--- src/rtl/stack_db_ctrl.sv ---
// Switch-driven LIFO stack with per-switch synchroniser/debouncer/edge-detect,
// same-cycle replace, occupancy reporting and a sticky first-error code.
module stack_db_ctrl #(
  parameter int unsigned DATA_W    = 8,
  parameter int unsigned DEPTH     = 16,
  parameter int unsigned DB_CYCLES = 20
) (
  input  logic                         clk,
  input  logic                         reset,
  input  logic                         push_sw,
  input  logic                         pop_sw,
  input  logic                         err_clr,
  input  logic [DATA_W-1:0]            data_in,
  output logic [DATA_W-1:0]            data_out,
  output logic [$clog2(DEPTH+1)-1:0]   count,
  output logic                         full,
  output logic                         empty,
  output logic                         error,
  output logic [1:0]                   err_code
);

  localparam int unsigned CNT_W = $clog2(DEPTH + 1);
  localparam int unsigned IDX_W = (DEPTH > 1) ? $clog2(DEPTH) : 1;

  localparam logic [1:0] ERR_NONE = 2'b00;
  localparam logic [1:0] ERR_OVF  = 2'b01;
  localparam logic [1:0] ERR_UNF  = 2'b10;

  // Bit 0 = push, bit 1 = pop.
  logic [1:0] sw_raw;
  logic [1:0] sw_pulse;

  assign sw_raw = {pop_sw, push_sw};

  generate
    if (DB_CYCLES == 0) begin : g_bypass
      // Inputs are already clean single-cycle strobes.
      assign sw_pulse = sw_raw;
    end else begin : g_db
      localparam int unsigned DBC_W = $clog2(DB_CYCLES + 1);
      for (genvar i = 0; i < 2; i++) begin : g_sw
        logic             sync1;
        logic             sync2;
        logic             level;
        logic             level_d;
        logic             pulse;
        logic [DBC_W-1:0] db_cnt;

        // Synchronise, debounce and turn a rising debounced level into one pulse.
        always_ff @(posedge clk) begin
          if (reset) begin
            sync1   <= 1'b0;
            sync2   <= 1'b0;
            level   <= 1'b0;
            level_d <= 1'b0;
            pulse   <= 1'b0;
            db_cnt  <= '0;
          end else begin
            sync1   <= sw_raw[i];
            sync2   <= sync1;
            level_d <= level;
            pulse   <= level & ~level_d;
            if (sync2 != level) begin
              if (db_cnt == DBC_W'(DB_CYCLES - 1)) begin
                level  <= ~level;
                db_cnt <= '0;
              end else begin
                db_cnt <= db_cnt + DBC_W'(1);
              end
            end else begin
              db_cnt <= '0;
            end
          end
        end

        assign sw_pulse[i] = pulse;
      end
    end
  endgenerate

  logic push_p;
  logic pop_p;
  assign push_p = sw_pulse[0];
  assign pop_p  = sw_pulse[1];

  logic [DATA_W-1:0] mem [DEPTH];

  logic              do_push;
  logic              do_pop;
  logic              do_repl;
  logic              ovf;
  logic              unf;
  logic [IDX_W-1:0]  wr_idx;
  logic [IDX_W-1:0]  rd_idx;
  logic [DATA_W-1:0] pop_data;

  assign full  = (count == CNT_W'(DEPTH));
  assign empty = (count == '0);

  // Decode the requested operation against current occupancy.
  always_comb begin
    do_push  = 1'b0;
    do_pop   = 1'b0;
    do_repl  = 1'b0;
    ovf      = 1'b0;
    unf      = 1'b0;
    wr_idx   = IDX_W'(count);
    rd_idx   = IDX_W'(count - CNT_W'(2));
    pop_data = '0;
    if (push_p && pop_p) begin
      if (empty) unf = 1'b1;
      else       do_repl = 1'b1;
    end else if (push_p) begin
      if (full) ovf = 1'b1;
      else      do_push = 1'b1;
    end else if (pop_p) begin
      if (empty) unf = 1'b1;
      else       do_pop = 1'b1;
    end
    if (do_repl) wr_idx = IDX_W'(count - CNT_W'(1));
    if (count >= CNT_W'(2)) pop_data = mem[rd_idx];
  end

  // Storage array; contents are don't-care after reset.
  always_ff @(posedge clk) begin
    if (!reset && (do_push || do_repl)) begin
      mem[wr_idx] <= data_in;
    end
  end

  // Occupancy, top-of-stack and sticky error registers.
  always_ff @(posedge clk) begin
    if (reset) begin
      count    <= '0;
      data_out <= '0;
      error    <= 1'b0;
      err_code <= ERR_NONE;
    end else begin
      if (do_push) begin
        count    <= count + CNT_W'(1);
        data_out <= data_in;
      end else if (do_pop) begin
        count    <= count - CNT_W'(1);
        data_out <= pop_data;
      end else if (do_repl) begin
        data_out <= data_in;
      end

      // A new error beats a same-cycle clear; otherwise the first error is kept.
      if (ovf || unf) begin
        error <= 1'b1;
        if (!error || err_clr) err_code <= ovf ? ERR_OVF : ERR_UNF;
      end else if (err_clr) begin
        error    <= 1'b0;
        err_code <= ERR_NONE;
      end
    end
  end

endmodule

--- config.mk ---
export PLATFORM = sky130hd
export DESIGN_NAME = stack_db_ctrl
export DESIGN_NICKNAME = d
export VERILOG_FILES = /design/src/rtl/stack_db_ctrl.sv
export SDC_FILE = /design/constraint.sdc
export NUM_CORES = 1
export LEC_CHECK = 0
export BUFFER_PORTS_ARGS = -buffer_cell sky130_fd_sc_hd__buf_2
export CORE_MARGIN = 2
export CORE_UTILIZATION = 25
export CTS_CLUSTER_SIZE = 25
export DETAILED_ROUTE_END_ITERATION = 12
export SYNTH_ARGS = -nofsm -noshare
export SYNTH_HDL_FRONTEND = slang
export SYNTH_SLANG_ARGS = --single-unit
--- constraint.sdc ---
create_clock -name clk -period 4.4 [get_ports clk]
set_input_delay 0.44 -clock clk [delete_from_list [all_inputs] [get_ports clk]]
set_output_delay 0.44 -clock clk [all_outputs]
set_load 0.03 [all_outputs]
**Word-level counts from Yosys, hierarchy flattened**

Memory sizes are Yosys's and may differ from the RTL's.
Index checks and enable logic that the tools add are counted.

- Logic and storage cells: 83
- Memory bits (writable): 128
- Bits in latches: 0
- Memory bits (read-only): 0
- Output and inout port bits: 18
- Memories: 1
- Bits in registers: 36
- Input bits: 13

- Equality and inequality tests: 6
- Bitwise operators: 8
- Multiply operators: 0
- Mux-type cells: 30
- Magnitude comparators: 1
- Reduce and logical (&&, ||, !) cells: 16
- $add $sub $neg: 5
- Divide/modulo/power cells: 0
- Shift operators: 0

Memory list:

| name | depth | width | rd ports | clocked after memory_dff | wr ports | line | source |
|---|---|---|---|---|---|---|---|
| mem | 16 | 8 | 1 | 0 | 1 | 86 | `logic [DATA_W-1:0] mem [DEPTH];` |

Operators with widths:

| cell | count |
|---|---|
| $mux W8 | 4 |
| $mux W1 | 19 |
| $add A5 B1 Y5 const B | 3 |
| $eq A5 B5 Y1 const B | 3 |
| $mux W5 | 2 |
| $mux W2 | 4 |
| $not A1 Y1 | 6 |
| $reduce_and A2 Y1 | 3 |
| $reduce_or A3 Y1 | 2 |
| $ge A5 B2 Y1 const B | 1 |
| $logic_not A5 Y1 | 1 |
| $sub A5 B1 Y5 const B | 1 |
| $mux W4 | 1 |
| $reduce_bool A2 Y1 | 2 |
| $sub A4 B2 Y4 const B | 1 |
| $logic_or A1 B1 Y1 | 3 |
| $reduce_bool A3 Y1 | 1 |
| $and A1 B1 Y1 | 2 |
| $logic_and A1 B1 Y1 | 2 |
| $logic_not A1 Y1 | 2 |
| $ne A1 B1 Y1 | 2 |
| $ne A2 B1 Y1 const B | 1 |

**Longest topological paths before layout**

Gate-level depths: netlist (run 1).

- Word-level depth: 8
- Depth in mapped cells: 12
- Mapped depth without buffers: 7

**Worst setup path before layout (run 1)**

No wires, ideal clock.

- Path kind: reg-to-reg
- From: reg count[1]
- To: mem mem[5][0], enable pin
- Setup time: 0.370 ns
- Slack: 0.760 ns
- Data required time: 4.030 ns
- Stages on the path, launching flop included: 12
- Period minus slack after synthesis: 3.640 ns
- Buffers on the path: 4
- Arrival: 3.270 ns
- Cell sequence: dfxtp_1 -> buf_2 -> buf_2 -> inv_1 -> clkbuf_1 -> ha_1 -> or4b_4 -> buf_6 -> nand3_1 -> o31ai_1 -> mux2i_4 -> nor2_1

- Word-level cells in the longest chain between the ends: 8
- Elaborated cells on any way between the ends: 13
- Those cells by class: 1 x add/sub; 1 x eq/ne; 8 x mux; 3 x reduce/logical

RTL lines:

| what | line | source |
|---|---|---|
| from (decl) | 15 | `output logic [$clog2(DEPTH+1)-1:0] count,` |
| from (signal assigned) | 140 | `count <= count + CNT_W'(1);` |
| from (signal assigned) | 143 | `count <= count - CNT_W'(1);` |
| $eq A5 B5 Y1 | 97 | `assign full = (count == CNT_W'(DEPTH));` |
| $mux W1 | 114 | `if (full) ovf = 1'b1;` |
| $mux W1 | 113 | `end else if (push_p) begin` |
| $mux W1 | 110 | `if (push_p && pop_p) begin` |
| $logic_or A1 B1 Y1 | 126 | `if (!reset && (do_push \|\| do_repl)) begin` |
| $logic_and A1 B1 Y1 | 126 |  |
| $mux W1 | 126 |  |
| $mux W1 (implied by the code) | 127 | `mem[wr_idx] <= data_in;` |
| to (decl) | 86 |  |

Parallel ways exist; a longest one is shown, timed or not.

**Worst setup path in the final report (run 1)**

- From: reg count[2]
- To: mem mem[2][7], enable pin

Same word-level chain as after synthesis.

==> metrics.csv, run 1 <==
stage,metric,value,unit
status,outcome,"complete, no violations",
sta,clock-skew-final,0.00837,ns
clock_network,clkLatencyLatePin,0.43,ns
logic_synthesis,synth.top_cell.area_share,56.9,%
logic_synthesis,yosys_most_used_dff,edfxtp_1,
logic_synthesis,synthSimpleGateAreaFrac,9.27,%
worst_setup_path,cp.arrival,3.48,ns
power,power,3.11,mW
sta,max-slew-margin-rel,35.0,%
sta,clock.fmax,292,MHz
place,gp_congestion,0.777,
worst_setup_path,start_kind,flop,
worst_setup_path,cp-end-kind,flop,
flow_run,timing.max_cap.violations,0,
worst_hold_path,holdCritStartpoint,push_sw,
floorplanning,dieArea,0.0283,mm^2
logic_synthesis,netlist_area,0.00675,mm^2
global_route,grt_pass1_wl,22400,um
floorplanning,num_io_pins,31,
clock_network,clockBufferDepth,2,
cells_and_area,area_delta_synth_final,15.6,%
route,wl_per_cell,17.5,um
route,dr.pass1.iters,5,
worst_setup_path,r2r_start,count[2],
worst_setup_path,crit_fanout,10,
floorplanning,dieWidth,168,um
global_route,antenna_found_initial,0,
floorplanning,core,0.0267,mm^2
place,detailed_place_hpwl,9590,um
logic_synthesis,post_synth_xor_area_fraction,1.95,%
floorplanning,num_rows,60,
sta,fin_ws,0.978,ns
clock_network,ctsResizeCount,0,
cells_and_area,drive_above_1_share,22.8,%
global_route,grt_start_max_net_pins,36,
sta,fin_crit,3.42,ns
route,drc,0,
logic_synthesis,synth_edf_count,128,
clock_network,cts.sinks,164,
floorplanning,die_h,168,um
logic_synthesis,ys_warn_count,0,
route,initialDrtViolationCount,358,
route,antenna_left,0,
logic_synthesis,synth_commonest_cells,"128 x edfxtp_1, 63 x nand2_1, 36 x dfxtp_1, 36 x nor2_1, 32 x mux4_2",
cells_and_area,finalNetCount,497,
logic_synthesis,yosysSeqAreaShare,67.6,%
cells_and_area,diodes,0,
route,via_per_inst,4.50,
logic_synthesis,synth_compound_area_share,4.99,%
global_route,grt_util_all_layers,10.6,%
logic_synthesis,yosysTopAreaCell,edfxtp_1,
clock_network,cts_made_buffers,17,
logic_synthesis,synthAdderAreaFrac,1.67,%
sta,worst_pin_slew,0.975,ns
place,pre_cts_ws,0.964,ns
logic_synthesis,synth_cells,442,
sta,rsz0062_at_grt,false,
logic_synthesis,ys_types,45,
floorplanning,start_util,25.3,%
sta,final_hold_viol_count,0,
worst_setup_path,worst-setup-path-type,reg -> reg,
logic_synthesis,synth_seq_cells,164,
global_route,grt_pass1_vias,3826,
logic_synthesis,synth_area_leaders,"edfxtp_1 57%, dfxtp_1 11%, mux4_2 11%",
sta,drv_slew,0,
logic_synthesis,synth_most_common_cell,edfxtp_1,
route,routed_wirelength,14500,um
worst_hold_path,hold_class,in -> reg,
power,ir_worst_vdd,0.262,mV
logic_synthesis,synth-async-reset-ratio,0,%
global_route,overflow,0,
logic_synthesis,avgSynthCellArea,15.3,um^2
logic_synthesis,synth_mux_area_share,12.4,%
clock_network,cts_root_buf,clkbuf_16,
clock_network,clk_pin_slew,0.06,ns
clock_network,post_cts_buffers,0,
sta,setup_tns,0,ns
clock_network,cts_tree,done,
worst_setup_path,cp-startpoint,count[2],
worst_setup_path,required,4.46,ns
route,vias,3722,
power,power_density,398,mW/mm^2
place,io_buffers,30,
logic_synthesis,syn_nets,464,
clock_network,ctsHoldBuffers,0,
logic_synthesis,synth_top_family_by_area,multiplexers,
power,p_leak,2.57,nW
clock_network,cts_max_level,4,
sta,period_share,77.8,%
sta,setup_viol,0,
where the power goes:
part	switching, mW	internal [mW]	total (mW)
Combinational	0.0302	0.00794	0.0382
Sequential	0.00114	1.67	1.67
Clock	0.622	0.780	1.40
Total	0.654	2.46	3.11
final cells by class:
cell class / count / area [um^2]
Clock buffer: 17 / 425
Fill cell: 2671 / 18900
Inverter: 9 / 33.8
Tap cell: 341 / 427
Clock inverter: 14 / 124
Multi-Input combinational cell: 248 / 2040
Timing Repair Buffer: 35 / 188
Sequential cell: 164 / 4570
layout by cell type (no fill, tap or decap), types with 5 or more instances in the layout:
master / n
xnor2_1: 8
nor3_1: 7
a21oi_1: 11
mux4_2: 32
clkbuf_16: 17
nand2_1: 63
o21bai_1: 11
nand3_1: 8
nor2_1: 36
xor2_1: 7
inv_6: 6
ha_1: 9
nor2b_1: 10
a221oi_1: 8
buf_4: 5
inv_1: 9
buf_2: 30
edfxtp_1: 128
dfxtp_1: 35
final timing paths:
check                           slack [ns]  cells past startpoint            endpoint
worst max-delay path                  0.98                      7           mem[2][7]
worst min-delay path                  0.23                      2  g_db.g_sw[0].sync1
worst max register to register        0.98                      7           mem[2][7]
worst min register to register        0.39                      1  g_db.g_sw[1].pulse
logic make-up (layout without fill, tap and decap cells):
| logic type | Yosys count | in the layout |
|---|---|---|
| simple gates | 137 | 137 |
| mux | 40 | 40 |
| fa+ha+maj | 9 | 9 |
| compound gates | 47 | 47 |
| flops | 164 | 164 |
| buf+inv | 30 | 75 |
| xor+xnor | 15 | 15 |
stage by stage:
step                      cells  area, um^2  hold slack, ns  util, %
after floorplan             442        6750           0.367        -
after global placement      797        7260           0.375     27.1
after detailed placement    797        7260           0.373     27.1
after CTS                   828        7800           0.208     29.2
after global routing        828        7800           0.210     29.2
final                       828        7800           0.226     29.2
worst max-delay path: stages, from the launching register on:
cell,delay (ns)
dfxtp_1,0.63
inv_1,0.30
ha_1,0.26
a21boi_0,0.33
xor2_1,0.16
o31ai_1,0.56
mux2i_4,0.17
nor2_1,0.64
state kept, by name, summed over array words and instances (netlist names):
signal	cells
mem	128
g_db.g_sw.db_cnt	10
data_out	8
count	5
err_code	2
g_db.g_sw.level	2
g_db.g_sw.level_d	2
g_db.g_sw.pulse	2
g_db.g_sw.sync1	2
g_db.g_sw.sync2	2
error	1
per-layer routing:
| layer | part of all wire (%) | GRT usage, % | wire length, um | up-vias |
|---|---|---|---|---|
| met2 | 45 | 16.2 | 6560 | 111 |
| li1 | - | - | - | 1733 |
| met3 | 5.7 | 3.46 | 820 | 8 |
| met5 | 0 | 0 | 0 | - |
| met1 | 49 | 14.8 | 7030 | 1870 |
| met4 | 0.46 | 2.47 | 67 | 0 |
Note: power is estimated with default switching activity, not from simulation.
==> run 2, diff against run 1 <==
==> constraint.sdc (replaced) <==
create_clock -name clk -period 3 [get_ports clk]
set_input_delay 0.3 -clock clk [delete_from_list [all_inputs] [get_ports clk]]
set_output_delay 0.3 -clock clk [all_outputs]
set_load 0.03 [all_outputs]
==> metrics.csv, run 2 (synthesis results as in run 1) <==
stage,metric,value,unit
floorplanning,die_h,168,um
global_route,overflow,0,
sta,rsz0062_at_grt,false,
clock_network,post_cts_buffers,0,
global_route,grt_util_all_layers,11.0,%
clock_network,ctsResizeCount,0,
route,initialDrtViolationCount,336,
worst_setup_path,required,3.09,ns
power,p_clk_share,44.8,%
worst_hold_path,hold_class,in -> reg,
worst_setup_path,r2r_start,count[1],
sta,setup_viol,0,
clock_network,cts.sinks,164,
route,routed_wirelength,14700,um
floorplanning,start_util,25.3,%
sta,holdWs,0.0920,ns
sta,final_hold_viol_count,0,
sta,period_share,81.3,%
route,vias,3807,
clock_network,clockBufferDepth,2,
worst_setup_path,cp-end-kind,flop,
clock_network,cts_root_buf,clkbuf_16,
power,power_density,567,mW/mm^2
worst_setup_path,cp.arrival,2.53,ns
cells_and_area,largest_reg_flops,128,
place,detailed_place_hpwl,10100,um
worst_hold_path,hold_path_depth,2,
global_route,grt_start_max_net_pins,35,
cells_and_area,diodes,0,
route,dr.pass1.iters,4,
floorplanning,core,0.0267,mm^2
worst_hold_path,holdCritStartpoint,push_sw,
cells_and_area,top_register,mem,
sta,drv_slew,0,
clock_network,clkLatencyLatePin,0.42,ns
global_route,antenna_found_initial,0,
cells_and_area,final_cell_mix,"128 x edfxtp_1, 63 x nand2_1, 34 x dfxtp_1, 32 x mux4_2, 30 x buf_2",
power,ir_worst_vdd,0.435,mV
clock_network,cts_max_level,4,
sta,max-slew-margin-rel,56.2,%
route,antenna_left,0,
worst_setup_path,crit_path_top_delay_cell,or4b_4,
worst_setup_path,crit_fanout,8,
power,swShare,20.5,%
power,pwr-share-seq,53.9,%
worst_setup_path,r2r_slack,0.56,ns
route,wl_per_cell,17.7,um
worst_hold_path,hold_end,g_db.g_sw[0].sync1,
place,dp.cells,800,
worst_setup_path,cp_slowest_stage_delay,0.53,ns
clock_network,ctsHoldBuffers,0,
cells_and_area,finalNetCount,500,
clock_network,cts_tree,done,
place,io_buffers,30,
cells_and_area,reg_top3,"mem (128), g_db.g_sw.db_cnt (10), data_out (8)",
cells_and_area,final_core_util,30.0,%
route,drc,0,
cells_and_area,final_cells,832,
clock_network,cts_made_buffers,17,
status,outcome,"complete, no violations",
worst_setup_path,worst-setup-path-type,reg -> reg,
global_route,grt_pass1_vias,3958,
power,power_frac_comb,1.3,%
sta,clock-skew-final,0.0111,ns
sta,clock.fmax,410,MHz
global_route,grt_pass1_wl,23500,um
floorplanning,num_rows,60,
sta,setup_tns,0,ns
power,p_sw,932,uW
worst_setup_path,r2r-end,mem[12][6],
sta,worst_pin_slew,0.655,ns
clock_network,clk_pin_slew,0.06,ns
power,p_leak,2.58,nW
cells_and_area,layout_commonest_cell,edfxtp_1,
worst_setup_path,cp_cell_sequence,"inv_1, ha_1, or4b_4, nand3_2, nand3_1, a21o_1, nor2_4",
cells_and_area,drive_above_1_share,27.9,%
floorplanning,dieArea,0.0283,mm^2
cells_and_area,area_delta_synth_final,18.7,%
power,p_int,3.61,mW
place,gp_congestion,0.823,
route,via_per_inst,4.58,
sta,fin_crit,2.44,ns
floorplanning,dieWidth,168,um
floorplanning,num_io_pins,31,
worst_setup_path,start_kind,flop,
flow_run,timing.max_cap.violations,0,
worst_setup_path,reg2reg_depth,7,
cells_and_area,nFillCells,2658,
==> run 2: cell count changes in the layout (fill, tap and decap cells not counted), moves of 3 or more <==
cell | previous run | this run
buf_4 | 5 | 8
inv_6 | 6 | 3
nor2_1 | 36 | 20
nor2_4 | 0 | 16
o21bai_1 | 11 | 8
o21bai_2 | 0 | 3
==> run 2: layout make-up <==
cell class / count / area [um^2] / share of cell area [%]
flip-flops and latches: 164 / 4570 / 57.0
well taps: 341 / 427 / 5.32
clock inverters: 13 / 123 / 1.53
repair buffers: 38 / 210 / 2.62
clock buffers: 19 / 433 / 5.40
multi-input cells: 248 / 2220 / 27.7
inverters: 9 / 33.8 / 0.421
==> run 2: worst max-delay path by stage <==
stage,start,end
CTS,count[1],full
detailed placement,count[1],mem[11][7]
global route,count[1],full
finish,count[1],mem[12][6]
floorplan,count[1],mem[3][0]
global placement,count[1],mem[11][7]
==> run 2: worst max-delay path: cells and delay by family, from the launching register on <==
family	cells	cell delay [ns]
adder cells (fa/ha/maj)	1	0.21
buffers and inverters	1	0.13
AND/OR/NAND/NOR	4	1.14
AO/OA/AOI/OAI	1	0.31
flip-flops	1	0.32
==> run 2: layer usage <==
layer | routed length, um | vias to the layer above | track usage (%)
met4 | 173 | 0 | 3.26
met1 | 6420 | 1959 | 14.2
li1 | - | 1738 | -
met2 | 7250 | 98 | 18.1
met3 | 901 | 12 | 2.99
met5 | 0 | - | 0
==> run 2: power groups by stage <==
| stage | Sequential, mW | Clock (mW) | Combinational, mW |
|---|---|---|---|
| 6_report | 2.45 | 2.04 | 0.0572 |
| 5_1_grt | 2.45 | 2.18 | 0.0638 |
| 4_1_cts | 2.45 | 2.09 | 0.0593 |
| 3_5_place_dp | 2.50 | 0 | 0.0594 |
| 3_3_place_gp | 2.50 | 0 | 0.0573 |
| 2_1_floorplan | 2.50 | 0 | 0.0145 |
==> run 2: stage by stage <==
stage	worst slack (ns)	total power, mW	cell area [um^2]
CTS	0.525	4.59	8020
finish	0.561	4.54	8020
floorplan	0.0280	2.51	6940
detailed placement	0.541	2.56	7460
global route	0.395	4.69	8020
global placement	0.633	2.56	7460
==> run 3, diff against run 2 <==
==> constraint.sdc (replaced) <==
create_clock -name clk -period 2.3 [get_ports clk]
set_input_delay 0.23 -clock clk [delete_from_list [all_inputs] [get_ports clk]]
set_output_delay 0.23 -clock clk [all_outputs]
set_load 0.03 [all_outputs]
==> metrics.csv, run 3 (synthesis results as in run 1) <==
stage,metric,value,unit
global_route,overflow,0,
sta,clock.fmax,443,MHz
worst_setup_path,r2r-end,mem[11][0],
floorplanning,num_rows,60,
clock_network,cts_root_buf,clkbuf_16,
place,io_buffers,30,
cells_and_area,diodes,0,
sta,setup_tns,0,ns
clock_network,clkLatencyLatePin,0.44,ns
clock_network,cts_max_level,4,
route,via_per_inst,4.67,
cells_and_area,top_register,mem,
floorplanning,dieWidth,168,um
global_route,grt_pass1_wl,24000,um
route,vias,4005,
global_route,grt_pass1_vias,4085,
floorplanning,dieArea,0.0283,mm^2
worst_setup_path,cp.arrival,2.46,ns
power,power_density,725,mW/mm^2
worst_setup_path,cp-startpoint,count[0],
status,outcome,"complete, no violations",
cells_and_area,final_cell_mix,"128 x edfxtp_1, 63 x nand2_1, 33 x dfxtp_1, 32 x mux4_2, 30 x buf_2",
worst_setup_path,reg2reg_depth,9,
sta,fin_crit,2.26,ns
worst_setup_path,crit_path_frequent_cell,and3_4,
route,dr.pass1.iters,5,
worst_hold_path,hold_class,in -> reg,
sta,worst_pin_slew,0.777,ns
clock_network,cts_made_buffers,17,
floorplanning,num_io_pins,31,
clock_network,clockBufferDepth,2,
clock_network,ctsHoldBuffers,0,
sta,clock-skew-final,0.0152,ns
global_route,grt_util_all_layers,11.3,%
cells_and_area,reg_top3,"mem (128), g_db.g_sw.db_cnt (10), data_out (8)",
route,met1Wirelength,6930,um
place,gp_congestion,0.760,
sta,final_hold_viol_count,0,
worst_setup_path,cp_cell_sequence,"inv_2, ha_4, or4b_4, and3_4, and3_4, mux2i_4, buf_12, nor2_4, buf_4",
worst_setup_path,crit_fanout,6,
place,detailed_place_hpwl,10600,um
route,route.met3.wl,841,um
worst_setup_path,r2r_start,count[0],
cells_and_area,drive_above_1_share,34.5,%
worst_setup_path,required,2.50,ns
cells_and_area,layout_commonest_cell,edfxtp_1,
route,highest_layer,met5,
power,p_leak,2.78,nW
worst_setup_path,crit_end,mem[11][0],
sta,rsz0062_at_grt,true,
sta,setup_viol,0,
cells_and_area,finalNetCount,525,
flow_run,timing.max_cap.violations,0,
worst_setup_path,crit_path_top_delay_cell,or4b_4,
floorplanning,start_util,25.3,%
worst_setup_path,start_kind,flop,
route,drc,0,
sta,period_share,98.2,%
sta,max-slew-margin-rel,47.8,%
clock_network,cts_tree,done,
worst_setup_path,cp.depth,9,
route,initialDrtViolationCount,426,
clock_network,clk_pin_slew,0.07,ns
worst_setup_path,cp_slowest_stage_delay,0.48,ns
clock_network,cts.sinks,164,
sta,drv_slew,0,
global_route,grt_start_max_net_pins,33,
worst_setup_path,critPathBufInv,3,
sta,holdWs,0.0211,ns
route,antenna_left,0,
floorplanning,die_h,168,um
worst_setup_path,cp-end-kind,flop,
power,ir_worst_vdd,0.543,mV
cells_and_area,largest_reg_flops,128,
route,routed_wirelength,15400,um
route,wl_per_cell,18.0,um
worst_setup_path,r2r_slack,0.04,ns
worst_setup_path,worst-setup-path-type,reg -> reg,
route,dr_wl_met2,7360,um
cells_and_area,area_delta_synth_final,24.6,%
floorplanning,core,0.0267,mm^2
power,power,6.09,mW
worst_setup_path,path_delay_family,simple AND/OR/NAND/NOR gates,
global_route,antenna_found_initial,1,
==> run 3: report_power, final <==
group / switching, mW / internal [mW] / total (mW)
registers: 0.00219 / 3.19 / 3.19
logic: 0.0633 / 0.0190 / 0.0824
clock network: 1.35 / 1.47 / 2.82
total: 1.41 / 4.68 / 6.09
==> run 3: worst min-delay path by stage <==
stage	startpoint	endpoint	cells past startpoint
final	push_sw	g_db.g_sw[0].sync1	2
after floorplan	data_in[0]	mem[0][0]	0
after global routing	pop_sw	g_db.g_sw[1].sync1	2
after global placement	g_db.g_sw[1].level_d	g_db.g_sw[1].pulse	1
after CTS	push_sw	g_db.g_sw[0].sync1	2
after detailed placement	g_db.g_sw[0].level_d	g_db.g_sw[0].pulse	1
==> run 3: metrics by stage <==
step | utilization [%] | area [um^2] | cells | setup WS [ns]
floorplan | - | 7060 | 442 | -0.344
global placement | 28.9 | 7710 | 821 | 0.0621
detailed placement | 28.9 | 7710 | 821 | -0.00934
CTS | 31.2 | 8340 | 855 | 0.00420
global route | 31.5 | 8410 | 857 | -0.0466
finish | 31.5 | 8410 | 857 | 0.0409
==> run 3: layer usage <==
metal  vias up  GRT usage, %
li1       1793             -
met1      2062          15.2
met2       125          17.7
met3        23          3.08
met4         2          3.64
met5         -             0
==> run 3: cell type report <==
type                            count  area (um^2)
Inverter                            9         38.8
Timing Repair Buffer               63          452
Clock buffer                       17          425
Multi-Input combinational cell    248         2320
Sequential cell                   164         4570
Clock inverter                     15          174
Fill cell                        2579        18300
Tap cell                          341          427
==> run 3: repair_timing <==
item                                    CTS  global route
pin swaps                                 3            16
endpoints found under the setup margin   66           134
hold endpoints to repair                  0             0
setup buffers                             2             2
gates resized for setup                   1            12
==> run 3: worst reg2reg max path: stages, from the launching register on <==
cell and delay (ns):
dfxtp_4 0.36, inv_2 0.08, ha_4 0.14, or4b_4 0.48
and3_4 0.24, and3_4 0.20, mux2i_4 0.17, buf_12 0.15
nor2_4 0.05, buf_4 0.16
